## config.mk

```make
export PLATFORM = sky130hd
export DESIGN_NAME = ysyx_22050710_axi4_rd_arbiter
export DESIGN_NICKNAME = d
export VERILOG_FILES = /design/src/rtl/ysyx_22050710_axi4_rd_arbiter.sv
export SDC_FILE = /design/constraint.sdc
export NUM_CORES = 1
export LEC_CHECK = 0
export BUFFER_PORTS_ARGS = -buffer_cell sky130_fd_sc_hd__buf_2
export CAP_MARGIN = 20
export CORE_AREA = 2 2 142 144
export DETAILED_ROUTE_END_ITERATION = 8
export DIE_AREA = 0 0 144 146
export GPL_ROUTABILITY_DRIVEN = 0
export PLACE_DENSITY = 0.58
export SLEW_MARGIN = 20
export SYNTH_ARGS = -nofsm -noshare
export SYNTH_HDL_FRONTEND = slang
export SYNTH_SLANG_ARGS = --single-unit
```

## constraint.sdc

```tcl
create_clock -name i_clk -period 1.55 [get_ports i_clk]
set_clock_uncertainty 0.15 [all_clocks]
set_input_delay 0.155 -clock i_clk [delete_from_list [all_inputs] [get_ports i_clk]]
set_output_delay 0.155 -clock i_clk [all_outputs]
set_load 0.1 [all_outputs]
```

## src/rtl/ysyx_22050710_axi4_rd_arbiter.sv

```systemverilog
// Two-master (IFU, LSU) to one-slave AXI4 read-channel arbiter.
// One outstanding read, round-robin on contention.
//
// Ports:
//   i_clk, i_rst          clock, synchronous active-high reset
//   i_ifu_*/o_ifu_*       IFU read request and beat handshake
//   i_lsu_*/o_lsu_*       LSU read request (bursts) and beat handshake
//   o_rdata, o_rresp      read beat payload shared by both masters
//   o_ar*, i_arready      slave read-address channel
//   i_r*, o_rready        slave read-data channel
module ysyx_22050710_axi4_rd_arbiter #(
    parameter int ADDR_WD = 64,
    parameter int DATA_WD = 64
) (
    input  logic               i_clk,
    input  logic               i_rst,
    input  logic               i_ifu_arvalid,
    output logic               o_ifu_arready,
    input  logic [ADDR_WD-1:0] i_ifu_araddr,
    output logic               o_ifu_rvalid,
    input  logic               i_ifu_rready,
    input  logic               i_lsu_arvalid,
    output logic               o_lsu_arready,
    input  logic [ADDR_WD-1:0] i_lsu_araddr,
    input  logic [7:0]         i_lsu_arlen,
    input  logic [1:0]         i_lsu_arsize,
    output logic               o_lsu_rvalid,
    input  logic               i_lsu_rready,
    output logic               o_lsu_rlast,
    output logic [DATA_WD-1:0] o_rdata,
    output logic [1:0]         o_rresp,
    output logic [3:0]         o_arid,
    output logic [ADDR_WD-1:0] o_araddr,
    output logic [7:0]         o_arlen,
    output logic [1:0]         o_arsize,
    output logic [1:0]         o_arburst,
    output logic               o_arvalid,
    input  logic               i_arready,
    input  logic [3:0]         i_rid,
    input  logic [DATA_WD-1:0] i_rdata,
    input  logic [1:0]         i_rresp,
    input  logic               i_rlast,
    input  logic               i_rvalid,
    output logic               o_rready
);

    typedef enum logic [1:0] {
        S_IDLE = 2'd0,
        S_AR   = 2'd1,
        S_R    = 2'd2
    } state_t;

    state_t             r_state;
    logic               r_last_lsu;
    logic               r_gnt_lsu;
    logic               r_arvalid;
    logic [ADDR_WD-1:0] r_araddr;
    logic [7:0]         r_arlen;
    logic [1:0]         r_arsize;
    logic [3:0]         r_arid;

    logic w_idle;
    logic w_in_r;
    logic w_pick_lsu;
    logic w_pick_ifu;
    logic w_acc;
    logic w_beat;
    logic w_done;
    logic w_unused;

    // RID is not checked; one outstanding read makes it redundant.
    assign w_unused = ^i_rid;

    assign w_idle = (r_state == S_IDLE) & ~i_rst;
    assign w_in_r = (r_state == S_R);

    // LSU wins unless IFU also requests and LSU was served last.
    assign w_pick_lsu = i_lsu_arvalid
                      & (~i_ifu_arvalid | ~r_last_lsu);
    assign w_pick_ifu = i_ifu_arvalid & ~w_pick_lsu;
    assign w_acc      = w_idle & (w_pick_lsu | w_pick_ifu);

    assign o_ifu_arready = w_idle & w_pick_ifu;
    assign o_lsu_arready = w_idle & w_pick_lsu;

    assign o_rready = w_in_r
                    & (r_gnt_lsu ? i_lsu_rready : i_ifu_rready);
    assign o_ifu_rvalid = w_in_r & ~r_gnt_lsu & i_rvalid;
    assign o_lsu_rvalid = w_in_r & r_gnt_lsu & i_rvalid;
    assign o_lsu_rlast  = w_in_r & r_gnt_lsu & i_rlast;
    assign o_rdata = w_in_r ? i_rdata : '0;
    assign o_rresp = w_in_r ? i_rresp : 2'b00;

    // IFU fetches are single-beat: first beat ends it regardless of RLAST.
    assign w_beat = i_rvalid & o_rready;
    assign w_done = w_beat & (i_rlast | ~r_gnt_lsu);

    assign o_arvalid = r_arvalid;
    assign o_araddr  = r_araddr;
    assign o_arlen   = r_arlen;
    assign o_arsize  = r_arsize;
    assign o_arid    = r_arid;
    assign o_arburst = 2'b01;

    always_ff @(posedge i_clk) begin
        if (i_rst) begin
            r_state    <= S_IDLE;
            r_last_lsu <= 1'b0;
            r_gnt_lsu  <= 1'b0;
            r_arvalid  <= 1'b0;
            r_araddr   <= '0;
            r_arlen    <= 8'd0;
            r_arsize   <= 2'b00;
            r_arid     <= 4'd0;
        end else begin
            unique case (r_state)
                S_IDLE: begin
                    if (w_acc) begin
                        r_state    <= S_AR;
                        r_arvalid  <= 1'b1;
                        r_gnt_lsu  <= w_pick_lsu;
                        r_last_lsu <= w_pick_lsu;
                        r_arid     <= {3'b000, w_pick_lsu};
                        if (w_pick_lsu) begin
                            r_araddr <= i_lsu_araddr;
                            r_arlen  <= i_lsu_arlen;
                            r_arsize <= i_lsu_arsize;
                        end else begin
                            r_araddr <= i_ifu_araddr;
                            r_arlen  <= 8'd0;
                            r_arsize <= 2'b10;
                        end
                    end
                end
                S_AR: begin
                    if (i_arready) begin
                        r_state   <= S_R;
                        r_arvalid <= 1'b0;
                    end
                end
                S_R: begin
                    if (w_done) begin
                        r_state <= S_IDLE;
                    end
                end
                default: begin
                    r_state <= S_IDLE;
                end
            endcase
        end
    end

endmodule
```

==> impl_metrics.yaml <==
outcome:
  outcome: "complete, but fails checks"
  violations: "setup timing"
worst_setup_path:
  rr_startpoint: "r_state[0]"
  critPathSlowestCell: "or3_4"
  critPathTopFamily: "simple AND/OR/NAND/NOR gates"
  path_buf_inv: 3
  path_max_fanout: 3
  slowest_delay_ns: 0.39
  cpMostUsedCell: "buf_6"
  r2r_slack_ns: -0.34
  crit_required_ns: 1.24
  crit_path_start_kind: "register"
  r2r_cells: 8
  crit_chain: "buf_6 -> or3_4 -> buf_6 -> nor2_4 -> buf_12"
  path_class: "reg -> out"
  cp-end-kind: "output port"
  cp.arrival_ns: 1.61
  timing.rr.end: "o_araddr[7]"
worst_hold_path:
  worstHoldStart: "i_lsu_arvalid"
  worstHoldPathCells: 3
  hold_end: "r_gnt_lsu"
  min_path_type: "in -> reg"
yosys:
  ys_async_sr_fraction: 0
  yosysMostFrequentCell: "nand2_1"
  synth.top_cells.by_area: "dfxtp_1 39%, a311oi_1 14%, nand2_1 12%"
  syn_inst: 524
  yosys_most_used_dff: "dfxtp_1"
  yosysTopAreaCellShare: 0.3859
  synth_edf_count: 0
  ys_ff_latch: 78
  synth_area_leader_cell: "dfxtp_1"
  yosysWarnings: 0
  ys_seq_area_frac: 0.3859
  synthesis.area_mm2: 0.004046
  synth_area_per_cell_um2: 7.722
  synth_cell_types: 28
  synth_commonest_cells: "131 x nand2_1, 78 x dfxtp_1, 75 x a21oi_1, 66 x and2_1, 65 x a311oi_1"
routing:
  post_drt_wl_per_cell_um: 19.36
  wl_um: 25440
  vias: 6218
  drt_first_pass_iters: 5
  ant_nets: 0
  drc_errors: 0
  drt_iter0_markers: 295
  avgViaCountPerCell: 4.732
placement:
  place_hpwl_um: 13990
  place_area_mm2: 0.007472
  port_buffers: 360
  dp_cells: 1115
global_routing:
  grt_max_degree: 67
  grtUsageTotal: 0.2175
  grt_pass1_vias: 6130
  grt_antenna_before_repair: 1
  grt_overflow: 0
  grt_pass1_wl_um: 34980
timing:
  period_share: 1.237
  slew_headroom: 0.6384
  fin_ws_ns: -0.3669
  rsz0062_at_grt: "true"
  setup-tns-final_ns: -40.83
  setup_viol: 147
  max_freq_mhz: 521.7
  period_needed_ns: 1.917
  hold_violations: 0
  tightest_slew_ns: 0.5461
  drv_slew: 0
pwr:
  swShare: 0.4361
  total_power_uw: 8807
  p_int_uw: 4966
  pwr-share-seq: 0.262
  leakage_uw: 0.004623
  clockPowerShare: 0.253
  switching_power_uw: 3841
  combPwrFrac: 0.485
  peakVddDrop_uv: 516.0
  power_density_mw_per_mm2: 850.5
flow_run:
  maxCapViolCount: 0
cts:
  htreeDepth: 3
  cts_buffer_depth: 2
  cts.clk_slew.worst_paths_ns: 0.06
  cts_tree: "done"
  numCtsBuffers: 9
  clock_latency_ns: 0.34
  cts.sinks: 78
  cts_root_buffer: "clkbuf_16"
finish:
  final_cell_area_mm2: 0.01035
  final_core_util: 0.5356
  drive_gt1_frac: 0.5573
  fin_nets: 1260
  fin_cells: 1314
  n_fill_cell: 1637
  area_growth_pct: 155.9
die:
  die-area_mm2: 0.02102
  die_y_um: 146
  num_rows: 51
  core-area_mm2: 0.01933
  ioPinCount: 370
  die_w_um: 144
  initial_utilization: 0.2093
registers in the layout, summed over array words and instances, names as in the netlist:
name / cells
r_state: 2
o_arvalid: 1
r_gnt_lsu: 1
o_araddr: 64
o_arsize: 2
o_arlen: 8
stage by stage:
stage / worst slack, ns / hold slack (ns)
floorplan: -0.1384 / 0.1211
global placement: -0.01223 / 0.2599
detailed placement: -0.05466 / 0.2675
CTS: -0.3695 / 0.02398
global route: -0.4328 / 0.06963
finish: -0.3669 / 0.04108
area by class of cell:
cell class,count,area [um2],share of cell area
flip-flops and latches,78,1564,0.1510
well taps,265,331.6,0.03202
inverters,1,3.754,0.0003625
multi-input cells,387,2696,0.2604
clock buffers,10,239.0,0.02308
diodes,1,2.502,0.0002417
clock inverters,6,70.07,0.006767
repair buffers,566,5448,0.5261
worst max-delay path by stage:
stage	from	to	slack, ns	depth (start not counted)
2_1_floorplan	r_gnt_lsu	o_lsu_arready	-0.14	5
3_3_place_gp	r_state[0]	o_rready	-0.01	5
3_5_place_dp	r_state[0]	o_araddr[26]	-0.05	5
4_1_cts	r_state[0]	o_rready	-0.37	6
5_1_grt	r_state[0]	o_lsu_arready	-0.43	5
6_report	r_state[0]	o_lsu_arready	-0.37	5
metal layers:
metal | global-route usage | vias to the layer above | routed length [um]
met5 | 0 | - | 0
met4 | 0.08088 | 0 | 711
met3 | 0.05989 | 57 | 1881
met2 | 0.3536 | 319 | 12230
met1 | 0.2733 | 2970 | 10620
li1 | - | 2872 | -
power groups by stage:
| stage | Sequential [uW] | Combinational [uW] | Clock [uW] |
|---|---|---|---|
| 3_5_place_dp | 2330 | 3340 | 0 |
| 2_1_floorplan | 3630 | 1130 | 0 |
| 4_1_cts | 2290 | 4070 | 2280 |
| 6_report | 2300 | 4270 | 2230 |
| 5_1_grt | 2320 | 4420 | 2370 |
| 3_3_place_gp | 2330 | 3320 | 0 |
tightest hold or removal path, stage by stage:
cell,delay [ns]
buf_2,0.14
a21oi_1,0.13
a311oi_1,0.06
cell families (layout without fill, tap and decap cells):
kind of cell,Yosys count,in the layout,share of synthesized area
simple gates,227,227,0.2675
compound gates,155,155,0.2557
flops,78,78,0.3859
buf+inv,62,583,0.08905
other cells,2,6,0.001856
timing repair:
| action | in CTS | in global routing |
|---|---|---|
| pin swaps | 11 | 57 |
| setup buffers | 25 | 3 |
| resized for setup | 46 | 93 |
| setup endpoints to repair | 140 | 148 |
| cloned | 16 | 10 |
| hold buffers | 140 | 0 |
| endpoints found under the hold margin | 76 | 0 |
cells in the final DEF (no fill, tap or decap), drive strengths merged:
cell type / instances
clkinvlp: 3
diode: 1
nand2: 131
and3: 3
a21bo: 1
bufinv: 1
inv: 2
a21boi: 2
or2: 1
o21ai: 10
a21oi: 75
dlygate4sd3: 140
a211oi: 2
or3: 1
clkbuf: 18
conb: 5
dfxtp: 78
nor3: 4
and2: 66
clkinv: 1
a311oi: 65
buf: 418
nand2b: 3
nor2: 6
nor2b: 1
nand3: 10
and3b: 1
Power figures use the tool's default switching activity.
